### src/rtl/add_multiword_seq.sv
// ============================================================================
// add_multiword_seq
// ----------------------------------------------------------------------------
// Purpose:
//   Multi-word sequential adder. A single DATA_WIDTH-bit carry-lookahead slice
//   (add_nnbit_ahead_serial) is time-shared across WORDS slices of the
//   operands. The least-significant word is added first. The carry of each
//   slice is fed into the next word on the following clock edge.
//
//   Operation sequence:
//     IDLE --accept--> CALC (WORDS edges) --> DONE --i_rdy--> IDLE
//
// Ports:
//   i_clk    in   1                 rising-edge clock
//   i_rst    in   1                 asynchronous active-high reset
//   i_vld    in   1                 operand request valid
//   o_rdy    out  1                 ready to accept operands (IDLE only)
//   i_num_a  in   WORDS*DATA_WIDTH  operand A
//   i_num_b  in   WORDS*DATA_WIDTH  operand B
//   i_cry    in   1                 carry-in to word 0
//   i_clr    in   1                 synchronous abort, beats every other event
//   o_vld    out  1                 result valid (DONE only)
//   i_rdy    in   1                 result consumer ready
//   o_res    out  WORDS*DATA_WIDTH  sum modulo 2^(WORDS*DATA_WIDTH)
//   o_cry    out  1                 final carry-out
//   o_busy   out  1                 high while in CALC or DONE
//
// Parameters:
//   DATA_WIDTH  slice width in bits (default 8)
//   WORDS       number of slices per operand, legal range 2..16 (default 4)
// ============================================================================

// ----------------------------------------------------------------------------
// add_nnbit_ahead_serial
//   WIDTH-bit adder. The bits are split into lookahead groups of GROUP bits.
//   Inside a group, every carry is formed directly from the group carry-in
//   through the running generate/propagate terms. The group carry-outs then
//   ripple from one group to the next.
//
//   Ports: a, b (WIDTH) operands; cin carry-in; sum (WIDTH); cout carry-out.
// ----------------------------------------------------------------------------
module add_nnbit_ahead_serial #(
    parameter int WIDTH = 8,
    parameter int GROUP = 4
) (
    input  logic [WIDTH-1:0] a,
    input  logic [WIDTH-1:0] b,
    input  logic             cin,
    output logic [WIDTH-1:0] sum,
    output logic             cout
);

    logic [WIDTH-1:0] gen;
    logic [WIDTH-1:0] prop;
    logic [WIDTH:0]   carry;
    logic             grp_gen;
    logic             grp_prop;
    logic             grp_cin;

    assign gen  = a & b;
    assign prop = a ^ b;

    // Within a group, grp_gen/grp_prop accumulate the prefix generate and
    // propagate from the group start up to bit i. The carry into bit i+1
    // then depends only on the group carry-in. It does not wait on the
    // carry of bit i.
    always_comb begin
        carry    = '0;
        grp_gen  = 1'b0;
        grp_prop = 1'b1;
        grp_cin  = cin;
        carry[0] = cin;
        for (int i = 0; i < WIDTH; i++) begin
            if ((i % GROUP) == 0) begin
                grp_cin  = carry[i];
                grp_gen  = 1'b0;
                grp_prop = 1'b1;
            end
            grp_gen    = gen[i] | (prop[i] & grp_gen);
            grp_prop   = grp_prop & prop[i];
            carry[i+1] = grp_gen | (grp_prop & grp_cin);
        end
    end

    assign sum  = prop ^ carry[WIDTH-1:0];
    assign cout = carry[WIDTH];

endmodule

// ----------------------------------------------------------------------------
// add_multiword_seq (top)
// ----------------------------------------------------------------------------
module add_multiword_seq #(
    parameter int DATA_WIDTH = 8,
    parameter int WORDS      = 4
) (
    input  logic                        i_clk,
    input  logic                        i_rst,
    input  logic                        i_vld,
    output logic                        o_rdy,
    input  logic [WORDS*DATA_WIDTH-1:0] i_num_a,
    input  logic [WORDS*DATA_WIDTH-1:0] i_num_b,
    input  logic                        i_cry,
    input  logic                        i_clr,
    output logic                        o_vld,
    input  logic                        i_rdy,
    output logic [WORDS*DATA_WIDTH-1:0] o_res,
    output logic                        o_cry,
    output logic                        o_busy
);

    localparam int IDX_W = (WORDS > 1) ? $clog2(WORDS) : 1;
    localparam logic [IDX_W-1:0] IDX_LAST = IDX_W'(WORDS - 1);
    localparam logic [IDX_W-1:0] IDX_ONE  = IDX_W'(1);

    typedef enum logic [1:0] {
        IDLE = 2'd0,
        CALC = 2'd1,
        DONE = 2'd2
    } state_t;

    state_t              state;
    logic [IDX_W-1:0]    idx;
    logic                carry;
    logic [DATA_WIDTH-1:0] a_words   [WORDS];
    logic [DATA_WIDTH-1:0] b_words   [WORDS];
    logic [DATA_WIDTH-1:0] res_words [WORDS];
    logic [DATA_WIDTH-1:0] slice_sum;
    logic                  slice_cout;

    // The single shared slice. idx selects which operand word is added this
    // cycle. The carry register links each word to the next one.
    add_nnbit_ahead_serial #(
        .WIDTH (DATA_WIDTH),
        .GROUP (4)
    ) u_slice (
        .a    (a_words[idx]),
        .b    (b_words[idx]),
        .cin  (carry),
        .sum  (slice_sum),
        .cout (slice_cout)
    );

    genvar gw;
    generate
        for (gw = 0; gw < WORDS; gw++) begin : g_res
            assign o_res[gw*DATA_WIDTH +: DATA_WIDTH] = res_words[gw];
        end
    endgenerate

    // Control FSM with registered handshake outputs.
    // The abort branch sits ahead of the state case, so it overrides a
    // simultaneous accept or drain. The abort leaves the operand registers,
    // the result and o_cry untouched. As a result o_res and o_cry still move
    // only in CALC or on reset.
    // idx returns to 0 on the last CALC edge instead of incrementing, so it
    // never holds a value above WORDS-1.
    always_ff @(posedge i_clk or posedge i_rst) begin
        if (i_rst) begin
            state  <= IDLE;
            idx    <= '0;
            carry  <= 1'b0;
            o_cry  <= 1'b0;
            o_vld  <= 1'b0;
            o_rdy  <= 1'b1;
            o_busy <= 1'b0;
            for (int w = 0; w < WORDS; w++) begin
                a_words[w]   <= '0;
                b_words[w]   <= '0;
                res_words[w] <= '0;
            end
        end else if (i_clr) begin
            state  <= IDLE;
            idx    <= '0;
            o_vld  <= 1'b0;
            o_rdy  <= 1'b1;
            o_busy <= 1'b0;
        end else begin
            case (state)
                IDLE: begin
                    if (i_vld && o_rdy) begin
                        for (int w = 0; w < WORDS; w++) begin
                            a_words[w] <= i_num_a[w*DATA_WIDTH +: DATA_WIDTH];
                            b_words[w] <= i_num_b[w*DATA_WIDTH +: DATA_WIDTH];
                        end
                        carry  <= i_cry;
                        idx    <= '0;
                        state  <= CALC;
                        o_rdy  <= 1'b0;
                        o_busy <= 1'b1;
                    end
                end

                CALC: begin
                    res_words[idx] <= slice_sum;
                    carry          <= slice_cout;
                    if (idx == IDX_LAST) begin
                        o_cry <= slice_cout;
                        idx   <= '0;
                        state <= DONE;
                        o_vld <= 1'b1;
                    end else begin
                        idx <= idx + IDX_ONE;
                    end
                end

                DONE: begin
                    if (i_rdy) begin
                        state  <= IDLE;
                        o_vld  <= 1'b0;
                        o_rdy  <= 1'b1;
                        o_busy <= 1'b0;
                    end
                end

                default: begin
                    state  <= IDLE;
                    idx    <= '0;
                    o_vld  <= 1'b0;
                    o_rdy  <= 1'b1;
                    o_busy <= 1'b0;
                end
            endcase
        end
    end

endmodule

### config.mk
export PLATFORM = sky130hd
export DESIGN_NAME = add_multiword_seq
export DESIGN_NICKNAME = d
export VERILOG_FILES = /design/src/rtl/add_multiword_seq.sv
export SDC_FILE = /design/constraint.sdc
export NUM_CORES = 1
export LEC_CHECK = 0
export CAP_MARGIN = 10
export CELL_PAD_IN_SITES_DETAIL_PLACEMENT = 0
export CELL_PAD_IN_SITES_GLOBAL_PLACEMENT = 1
export CORE_ASPECT_RATIO = 0.6
export CORE_MARGIN = 4
export CORE_UTILIZATION = 52
export CTS_CLUSTER_DIAMETER = 100
export CTS_CLUSTER_SIZE = 16
export DETAILED_ROUTE_END_ITERATION = 10
export DONT_BUFFER_PORTS = 1
export GPL_ROUTABILITY_DRIVEN = 0
export PLACE_DENSITY_LB_ADDON = 0.1
export REMOVE_ABC_BUFFERS = 1
export SYNTH_ARGS = -nofsm -noshare
export SYNTH_HDL_FRONTEND = slang
export SYNTH_HIERARCHICAL = 1
export SYNTH_SLANG_ARGS = --single-unit
### constraint.sdc
create_clock -name i_clk -period 4.67 [get_ports i_clk]
set_input_delay 0.934 -clock i_clk [delete_from_list [all_inputs] [get_ports i_clk]]
set_output_delay 0.934 -clock i_clk [all_outputs]
set_load 0.02 [all_outputs]
==> run metrics <==
Routed WL=9720 um; number of detailed-route iterations in the first pass=4; TritonCTS clock tree=done; TritonCTS buffer count=9; number of nets at the end of the flow=398; diode insertion count for antenna repair=0; number of enable flip-flop cells after synthesis=0; Tcrit/Tclk final=69.2%; post-cts sizing count=0; Min Clock Period, post-route=3.23 ns; Placed Cells=433; max-slew violation count=0; number of H-tree levels=3; DRT antenna net count=0; sequential share of the synthesized area=52.1%; Synth Area in XOR/XNOR=0.868%; number of filler cells placed in the layout=755; clock-pin slew on the worst setup and hold paths=0.07 ns; Multi-input gate area=0.00223 mm^2; multiplexer share of the synthesized area=33.5%; Synth-to-Final Area Change=7.24%; Reg area=0.00263 mm^2; flip-flop and latch count after synthesis=105; critical path required time=4.95 ns; Final setup violation count=0; hold_buf cts=0; Detail Placement HPWL=7130 um; vias in the first global route=2,767; Rel. slew slack=35.5%; P_leak=2.59 nW; final clock skew=0.00960 ns; CP Max Fanout=16; number of input and output port buffers inserted=0; mapped cell area=0.00504 mm^2; layout cells sized above 1=43.6%; clk root buf=sky130_fd_sc_hd__clkbuf_16; effective utilization at floorplan=54.1%; kind of cell adding the most delay to the critical path=adder cells; primary flip-flop cell chosen by synthesis mapping=sky130_fd_sc_hd__dfrtp_1; vias per cell=5.61; count of clock tree sinks=105; post-route setup slack=1.44 ns; drt wl/cell=21.7 um; Overflow after GRT=0; overall track demand over capacity in global routing=18.4%; worst-case vdd ir drop=0.000293 V; buffers inserted by post-CTS timing repair=0; Synth async-reset ratio=100%; non-filler cells, final=449; insertion delay to the later sink of the worst-skew pair=0.35 ns; distinct cell type count of the synthesized netlist=40; pre-CTS WS=1.44 ns; cell accounting for the most synthesized area=sky130_fd_sc_hd__dfrtp_1; Setup crit end kind=flip-flop; Buf+Inv Stages, Crit Path=2; initial antenna violation count=0; Critical Path Source Type=flip-flop; maximum number of pins on one net before global-route repair=78; setup total negative slack=0 ns; Horiz. Die Dim=135 um; Arrival @ worst endpoint=3.51 ns; top cell type's share of synthesized area=51.6%; total chip power=2.97 mW; transition time at the pin with the least slew margin=0.968 ns; Hold Violations, Final=0; synth warn=6; Avg Cell Area, Syn=16.0 um^2; max incr delay on CP=0.56 ns; worst hold slack across all endpoints=0.507 ns; largest family of logic cells by synthesized area=multiplexers; Min-Delay Path Class=reg -> reg; area fraction in and, or, nand and nor cells after synthesis=2.95%; peak clock frequency supported by timing=310 MHz; count of standard-cell rows=27; share of the synthesized area in compound gates (AO/OA/AOI/OAI)=3.25%; post-synthesis adder-cell area fraction=3.77%; leading cell types by total area after synthesis=sky130_fd_sc_hd__dfrtp_1, sky130_fd_sc_hd__mux2_4, sky130_fd_sc_hd__mux2_2; remaining design rule violation count=0; count of vias placed by the detailed router=2,519; cell type of the slowest stage on the worst timing path=sky130_fd_sc_hd__mux4_2; wire length of the first global-routing pass=16,100 um; Synth Instances=316; outcome=completed; area of the die=0.0114 mm^2; maximum clock path buffer count=2; crit-path cells=buf_4 -> mux4_2 -> ha_1 -> and3_1 -> a221o_1 -> nor2_1 -> fa_1 -> inv_1 -> mux2_2; Power Dens Cells=550 mW/mm^2; unrepaired setup endpoints after global routing=no; top-level I/O count=106; area of the core region=0.00932 mm^2; max capacitance violation total=0; DRT iter0 DRCs=96; vertical die dimension=84.3 um; type of the setup path with the least slack=reg -> reg
metal layers:
metal | vias to the layer above | track usage, % | share of wire [%]
met5 | - | 0 | 0
met4 | 0 | 3.84 | 0.67
met3 | 5 | 8.20 | 8.4
met2 | 73 | 25.6 | 42
met1 | 1306 | 26.8 | 48
li1 | 1135 | - | -
metrics by stage:
stage          instance area (um^2)  util (%)
2_1_floorplan                  4910         -
3_3_place_gp                   5100      54.7
3_5_place_dp                   5100      54.7
4_1_cts                        5410      58.0
5_1_grt                        5410      58.0
6_report                       5410      58.0
power breakdown:
part | leakage (nW) | switching [mW] | internal, mW | total [mW]
clock network | 0.142 | 0.345 | 0.420 | 0.765
registers | 1.29 | 0.260 | 1.14 | 1.40
logic | 1.15 | 0.346 | 0.462 | 0.808
synth_stat cells (2+ instances only):
master / n
sky130_fd_sc_hd__o21bai_1: 2
sky130_fd_sc_hd__dfrtp_1: 104
sky130_fd_sc_hd__xor2_1: 2
sky130_fd_sc_hd__xnor2_1: 3
sky130_fd_sc_hd__ha_1: 12
sky130_fd_sc_hd__a21o_1: 4
sky130_fd_sc_hd__nor2_1: 7
sky130_fd_sc_hd__and2_1: 4
sky130_fd_sc_hd__mux4_2: 16
sky130_fd_sc_hd__and3_1: 2
sky130_fd_sc_hd__mux2_4: 60
sky130_fd_sc_hd__o21a_1: 2
sky130_fd_sc_hd__a32oi_1: 2
sky130_fd_sc_hd__mux2_2: 37
sky130_fd_sc_hd__fa_1: 2
sky130_fd_sc_hd__nand2_1: 2
sky130_fd_sc_hd__buf_6: 6
sky130_fd_sc_hd__buf_2: 6
sky130_fd_sc_hd__nor3_1: 2
sky130_fd_sc_hd__inv_1: 12
sky130_fd_sc_hd__a21oi_1: 6
sky130_fd_sc_hd__buf_4: 5
path summary, 6_finish.rpt:
| check | startpoint | end | slack, ns | cells after the start |
|---|---|---|---|---|
| max | idx[0] | o_res[4] | 1.44 | 9 |
| min | a_words[12] | a_words[12] | 0.51 | 1 |
| max reg2reg | idx[0] | o_res[4] | 1.44 | 9 |
| min reg2reg | a_words[12] | a_words[12] | 0.51 | 1 |
| max in group asynchronous | i_rst | o_rdy | 3.06 | 2 |
| min in group asynchronous | i_rst | a_words[15] | 0.64 | 1 |
placed cells by master, fill, tap and decap left out, types with 2 or more instances in the layout:
master / n
sky130_fd_sc_hd__a21o_1: 4
sky130_fd_sc_hd__a21oi_1: 6
sky130_fd_sc_hd__a32oi_1: 2
sky130_fd_sc_hd__and2_1: 4
sky130_fd_sc_hd__and3_1: 2
sky130_fd_sc_hd__buf_4: 4
sky130_fd_sc_hd__clkbuf_16: 9
sky130_fd_sc_hd__clkinv_4: 3
sky130_fd_sc_hd__clkinvlp_4: 2
sky130_fd_sc_hd__dfrtp_1: 104
sky130_fd_sc_hd__fa_1: 2
sky130_fd_sc_hd__ha_1: 12
sky130_fd_sc_hd__inv_1: 11
sky130_fd_sc_hd__mux2_2: 37
sky130_fd_sc_hd__mux2_4: 60
sky130_fd_sc_hd__mux4_2: 16
sky130_fd_sc_hd__nand2_1: 2
sky130_fd_sc_hd__nor2_1: 7
sky130_fd_sc_hd__nor3_1: 2
sky130_fd_sc_hd__o21a_1: 2
sky130_fd_sc_hd__o21bai_1: 2
sky130_fd_sc_hd__xnor2_1: 3
sky130_fd_sc_hd__xor2_1: 2
kinds of logic after synthesis:
| group | count (synthesis) |
|---|---|
| buffers and inverters | 29 |
| AND/OR/NAND/NOR | 26 |
| multiplexers | 114 |
| AO/OA/AOI/OAI | 23 |
| adder cells (fa/ha/maj) | 14 |
| flip-flops | 105 |
| XOR/XNOR | 5 |
layout make-up:
class | count | area share, %
Sequential cell | 105 | 48.6
Tap cell | 130 | 3.01
Timing Repair Buffer | 4 | 0.555
Inverter | 12 | 0.879
Clock buffer | 9 | 4.16
Clock inverter | 7 | 1.48
Multi-Input combinational cell | 182 | 41.3
flip-flops by register name (all words and copies together), names as in the netlist:
signal / count
o_res: 32
carry: 1
o_vld: 1
b_words: 32
idx: 2
o_busy: 1
o_rdy: 1
o_cry: 1
a_words: 32
state: 2
Note: power is estimated with default switching activity, not from simulation.
